[src/rtl/traffic_pkg.sv]
// Shared types and default timing constants for the intersection controller.
package traffic_pkg;

   // Controller phases; ALLRED is the reset/clearance phase.
   typedef enum logic [1:0] {
      ST_ALLRED = 2'd0,
      ST_GREEN  = 2'd1,
      ST_YELLOW = 2'd2,
      ST_FLASH  = 2'd3
   } traffic_state_t;

   // Default phase durations, counted in tick pulses.
   localparam int DEF_N_DIR    = 2;
   localparam int DEF_GREEN_T  = 15;
   localparam int DEF_YELLOW_T = 5;
   localparam int DEF_ALLRED_T = 2;
   localparam int DEF_CNT_W    = 5;

endpackage

[src/rtl/rr_demand_select.sv]
// Round-robin chooser: the first approach after cur_dir (wrapping) with demand.
// With no demand anywhere it simply advances to cur_dir+1 so service keeps rotating.
module rr_demand_select #(
   parameter int N_DIR = 2
) (
   input  logic [N_DIR-1:0]         demand,
   input  logic [$clog2(N_DIR)-1:0] cur_dir,
   output logic [$clog2(N_DIR)-1:0] next_dir
);

   localparam int DW = $clog2(N_DIR);

   // Offsets are scanned farthest-first so the nearest requesting approach wins last.
   always_comb begin
      next_dir = (cur_dir == DW'(N_DIR - 1)) ? '0 : cur_dir + DW'(1);
      for (int k = N_DIR; k >= 1; k--) begin
         for (int j = 0; j < N_DIR; j++) begin
            if (demand[j] && (((int'(cur_dir) + k) % N_DIR) == j)) begin
               next_dir = DW'(j);
            end
         end
      end
   end

endmodule

[src/rtl/traffic_intersection_ctrl.sv]
// N-approach round-robin traffic controller with all-red clearance and flashing-yellow mode.
// Handshake: none; tick is a one-cycle enable pulse, demand and flash_req are levels
// sampled only at phase boundaries (ALLRED exit tick, and every tick while flashing).
module traffic_intersection_ctrl
   import traffic_pkg::*;
#(
   parameter int N_DIR    = DEF_N_DIR,
   parameter int GREEN_T  = DEF_GREEN_T,
   parameter int YELLOW_T = DEF_YELLOW_T,
   parameter int ALLRED_T = DEF_ALLRED_T,
   parameter int CNT_W    = DEF_CNT_W
) (
   input  logic                     clk,
   input  logic                     rst,
   input  logic                     tick,
   input  logic [N_DIR-1:0]         demand,
   input  logic                     flash_req,
   output logic [N_DIR-1:0]         red,
   output logic [N_DIR-1:0]         yellow,
   output logic [N_DIR-1:0]         green,
   output logic [$clog2(N_DIR)-1:0] cur_dir,
   output logic                     phase_done,
   output traffic_state_t           state_dbg
);

   localparam int DW = $clog2(N_DIR);
   localparam logic [CNT_W-1:0] G_LAST  = CNT_W'(GREEN_T - 1);
   localparam logic [CNT_W-1:0] Y_LAST  = CNT_W'(YELLOW_T - 1);
   localparam logic [CNT_W-1:0] AR_LAST = CNT_W'(ALLRED_T - 1);

   traffic_state_t   state_q, state_d;
   logic [CNT_W-1:0] cnt_q, cnt_d;
   logic [DW-1:0]    dir_d, rr_next;
   logic             ph_q, ph_d;
   logic [N_DIR-1:0] red_d, yellow_d, green_d;
   logic             done_d;

   rr_demand_select #(.N_DIR(N_DIR)) u_sel (
      .demand   (demand),
      .cur_dir  (cur_dir),
      .next_dir (rr_next)
   );

   // State register; lamp outputs are registered alongside so they switch with the state.
   always_ff @(posedge clk) begin
      if (rst) begin
         state_q    <= ST_ALLRED;
         cnt_q      <= '0;
         cur_dir    <= DW'(N_DIR - 1);
         ph_q       <= 1'b0;
         red        <= '1;
         yellow     <= '0;
         green      <= '0;
         phase_done <= 1'b0;
      end else begin
         state_q    <= state_d;
         cnt_q      <= cnt_d;
         cur_dir    <= dir_d;
         ph_q       <= ph_d;
         red        <= red_d;
         yellow     <= yellow_d;
         green      <= green_d;
         phase_done <= done_d;
      end
   end

   // Next-state logic: everything advances only on tick; counter clears on each state entry.
   always_comb begin
      state_d = state_q;
      cnt_d   = cnt_q;
      dir_d   = cur_dir;
      ph_d    = ph_q;
      if (tick) begin
         cnt_d = cnt_q + 1'b1;
         case (state_q)
            ST_ALLRED: begin
               if (cnt_q == AR_LAST) begin
                  cnt_d = '0;
                  if (flash_req) begin
                     state_d = ST_FLASH;
                     ph_d    = 1'b1;
                  end else begin
                     state_d = ST_GREEN;
                     dir_d   = rr_next;
                  end
               end
            end
            ST_GREEN: begin
               if (cnt_q == G_LAST) begin
                  state_d = ST_YELLOW;
                  cnt_d   = '0;
               end
            end
            ST_YELLOW: begin
               if (cnt_q == Y_LAST) begin
                  state_d = ST_ALLRED;
                  cnt_d   = '0;
               end
            end
            default: begin
               if (!flash_req) begin
                  state_d = ST_ALLRED;
                  cnt_d   = '0;
                  ph_d    = 1'b0;
               end else begin
                  ph_d = ~ph_q;
               end
            end
         endcase
      end
   end

   // Output decode from the upcoming state so lamps are valid in the same cycle as the state.
   always_comb begin
      red_d    = '1;
      yellow_d = '0;
      green_d  = '0;
      done_d   = (state_q == ST_GREEN) && (state_d == ST_YELLOW);
      case (state_d)
         ST_GREEN: begin
            green_d[dir_d] = 1'b1;
            red_d[dir_d]   = 1'b0;
         end
         ST_YELLOW: begin
            yellow_d[dir_d] = 1'b1;
            red_d[dir_d]    = 1'b0;
         end
         ST_FLASH: begin
            red_d    = '0;
            yellow_d = {N_DIR{ph_d}};
         end
         default: ;
      endcase
   end

   assign state_dbg = state_q;

endmodule

[config.mk]
export PLATFORM = sky130hd
export DESIGN_NAME = traffic_intersection_ctrl
export DESIGN_NICKNAME = d
export VERILOG_FILES = /design/src/rtl/traffic_pkg.sv /design/src/rtl/rr_demand_select.sv /design/src/rtl/traffic_intersection_ctrl.sv
export SDC_FILE = /design/constraint.sdc
export NUM_CORES = 1
export LEC_CHECK = 0
export ABC_AREA = 1
export BUFFER_PORTS_ARGS = -buffer_cell sky130_fd_sc_hd__buf_2
export CELL_PAD_IN_SITES_DETAIL_PLACEMENT = 1
export CELL_PAD_IN_SITES_GLOBAL_PLACEMENT = 1
export CORE_AREA = 8 8 58 60
export DETAILED_ROUTE_END_ITERATION = 8
export DIE_AREA = 0 0 66 68
export HOLD_SLACK_MARGIN = 0.03
export MAX_ROUTING_LAYER = met4
export PLACE_DENSITY = 0.87
export SLEW_MARGIN = 15
export SYNTH_ARGS = -nofsm -noshare
export SYNTH_HDL_FRONTEND = slang
export SYNTH_SLANG_ARGS = --single-unit
[constraint.sdc]
create_clock -name clk -period 3.1 [get_ports clk]
set_input_delay 0.155 -clock clk [delete_from_list [all_inputs] [get_ports clk]]
set_output_delay 0.155 -clock clk [all_outputs]
set_load 0.01 [all_outputs]
==> results.sh <==
export IMPL_dp_hpwl_mm=2.09
export IMPL_root_buffer="clkbuf_4"
export IMPL_fmax_mhz=436
export IMPL_cts_tree="yes"
export IMPL_wl_met1_mm=1.23
export IMPL_num_vias=934
export IMPL_synthesis_area_um2=976
export IMPL_wl_met2_mm=1.21
export IMPL_p_total_w=0.000500
export IMPL_cts_sinks=16
export IMPL_critPathArrivalTime_ns=2.48
export IMPL_routed_wl_mm=2.53
export IMPL_ys_seq_area_share_pct=32.8
export IMPL_ir_worst_vdd_mv=0.362
export IMPL_ios=16
export IMPL_drive_above_1_share_pct=17.8
export IMPL_drtAntennaViolNets=0
export IMPL_fill_cells=346
export IMPL_drt_pass1_iterations=4
export IMPL_max_stage_delay_ns=0.46
export IMPL_final_max_slew_viol_count=0
export IMPL_final_nets=175
export IMPL_crit_path_end_kind="register"
export IMPL_grt_use_total_pct=12.4
export IMPL_cts_setup_buffers=0
export IMPL_p_per_area_mw_per_mm2=447
export IMPL_ctsHoldBuffers=0
export IMPL_grt_pass1_vias=964
export IMPL_multi_input_area_um2=551
export IMPL_synth_seq_cells=16
export IMPL_final_setup_tns_ns=0
export IMPL_critical_path_max_fanout=6
export IMPL_cts_resized=0
export IMPL_synth_compound_area_share_pct=11.4
export IMPL_mostFrequentLayoutCell="nand2_1"
export IMPL_ys_flop_type="dfxtp_1"
export IMPL_cts_inserted_buffers=3
export IMPL_dieArea_mm2=0.00449
export IMPL_grt_pass1_wl_mm=4.26
export IMPL_startpoint_type="register"
export IMPL_setup_violations=0
export IMPL_cp_cell_sequence="ha_1 > inv_1 > o21ai_0 > inv_1 > o211ai_1 > nand2_1 > ha_1 > a21oi_1 > o21ai_0"
export IMPL_place_area_mm2=0.00108
export IMPL_drc=0
export IMPL_row_count=19
export IMPL_min_period_ns=2.29
export IMPL_seq_area_um2=320
export IMPL_tightest_slew_ns=0.256
export IMPL_yosys_warnings=0
export IMPL_final_util_pct=43.6
export IMPL_crit_required_ns=3.29
export IMPL_drt_wirelength_per_cell_um=13.5
export IMPL_final_cell_mix="34 x nand2_1, 26 x inv_1, 16 x dfxtp_1, 15 x buf_2, 11 x ha_1"
export IMPL_clkLatencyLatePin_ns=0.30
export IMPL_htreeDepth=1
export IMPL_netlist_instances=139
export IMPL_drtIter0Drc=25
export IMPL_skew_ns=0.00179
export IMPL_synthXorXnorAreaFrac_pct=1.79
export IMPL_synthMuxAreaShare_pct=0
export IMPL_start_util_pct=38.0
export IMPL_grt_ovfl_total=0
export IMPL_grt_max_degree=10
export IMPL_highest_layer="met4"
export IMPL_synth_edf_count=0
export IMPL_hold_class="input pin to register"
export IMPL_synthArstFlopShare_pct=0
export IMPL_fin_area_mm2=0.00112
export IMPL_hold_viol=0
export IMPL_post_drt_via_cell_ratio=4.97
export IMPL_synth_nets=156
export IMPL_diodes=0
export IMPL_synth_top_family_by_area="simple AND/OR/NAND/NOR gates"
export IMPL_clk_pin_slew_worst_paths_ns=0.10
export IMPL_numPortBuffers=15
export IMPL_slew_headroom_pct=82.8
export IMPL_synthAdderAreaFrac_pct=14.1
export IMPL_p_leak_nw=0.576
export IMPL_die_y_um=68
export IMPL_antenna_found_initial=0
export IMPL_die_w_um=66
export IMPL_syn2layout_area_growth_pct=14.6
export IMPL_wl_met3_um=36
export IMPL_fin_crit_sh_pct=74.0
export IMPL_drv_cap=0
export IMPL_whs_ns=0.132
export IMPL_synth_cell_types=20
export IMPL_status="finished, final reports clean"
export IMPL_crit_slowest_cell="dfxtp_1"
export IMPL_core_mm2=0.00257
export IMPL_synth_simple_gate_area_share_pct=29.1
export IMPL_place_congestion=0.960
export IMPL_cts_buffer_depth=2
export IMPL_rsz0062_at_grt="no"
export IMPL_path_class="register to register"
export IMPL_syn_area_per_cell_um2=7.02
[kinds of logic after synthesis]
logic type / after synthesis
AO/OA/AOI/OAI: 20
XOR/XNOR: 2
buffers and inverters: 27
AND/OR/NAND/NOR: 63
flip-flops: 16
adder cells (fa/ha/maj): 11
[power by group]
group | leakage (nW) | switching, W | internal (W)
sequential | 0.130 | 0.00000976 | 0.000219
combinational | 0.425 | 0.0000842 | 0.0000443
clock | 0.0210 | 0.0000711 | 0.0000718
[path summary, 6_finish.rpt]
| check | startpoint | endpoint | slack, ns | depth (start not counted) |
|---|---|---|---|---|
| worst max register to register | state_dbg[0] | red[1] | 0.81 | 9 |
| worst min-delay path | rst | ph_q | 0.13 | 2 |
| worst min register to register | cnt_q[3] | cnt_q[3] | 0.54 | 2 |
| worst max-delay path | state_dbg[0] | red[1] | 0.81 | 9 |
[cells in the mapped netlist, types with 2 or more instances]
master,n,share of area (%)
o21ai_1,2,1.0
o21ai_0,4,2.1
nor2_1,8,3.1
nand3_2,2,2.1
nand2_1,34,13
xor2_1,2,1.8
a21oi_1,10,5.1
ha_1,11,14
nand2_2,3,1.9
dfxtp_1,16,33
nand4_1,3,1.9
inv_1,26,10
nor3_1,2,1.0
nand3_1,8,4.1
nor2_2,3,1.9
[state kept, by name, summed over array words and instances, names as in the netlist]
| name | flops |
|---|---|
| cnt_q | 5 |
| cur_dir | 1 |
| green | 2 |
| ph_q | 1 |
| phase_done | 1 |
| red | 2 |
| state_dbg | 2 |
| yellow | 2 |
[worst max-delay path: cells and delay by family (launching register included)]
| kind | cells | cell delay (ns) |
|---|---|---|
| AO/OA/AOI/OAI | 4 | 0.70 |
| adder cells (fa/ha/maj) | 2 | 0.60 |
| buffers and inverters | 2 | 0.27 |
| flip-flops | 1 | 0.46 |
| AND/OR/NAND/NOR | 1 | 0.15 |
[layout make-up]
| type | count | share of cell area [%] |
|---|---|---|
| Clock buffer | 4 | 3.24 |
| Timing Repair Buffer | 15 | 6.71 |
| Multi-Input combinational cell | 96 | 49.2 |
| Inverter | 26 | 8.72 |
| Sequential cell | 16 | 28.6 |
| Tap cell | 31 | 3.47 |
[per-stage QoR]
stage                     worst slack [ns]  instances
after floorplan                       1.15        139
after global placement                1.07        184
after detailed placement             0.874        184
after CTS                            0.803        188
after global routing                 0.549        188
final                                0.806        188
[layer usage]
| metal | track usage, % | up-vias |
|---|---|---|
| met4 | 6.93 | 0 |
| met3 | 1.64 | 5 |
| met2 | 21.1 | 11 |
| met1 | 13.9 | 446 |
| li1 | - | 472 |
| met5 | - | - |
Power figures use the tool's default switching activity.
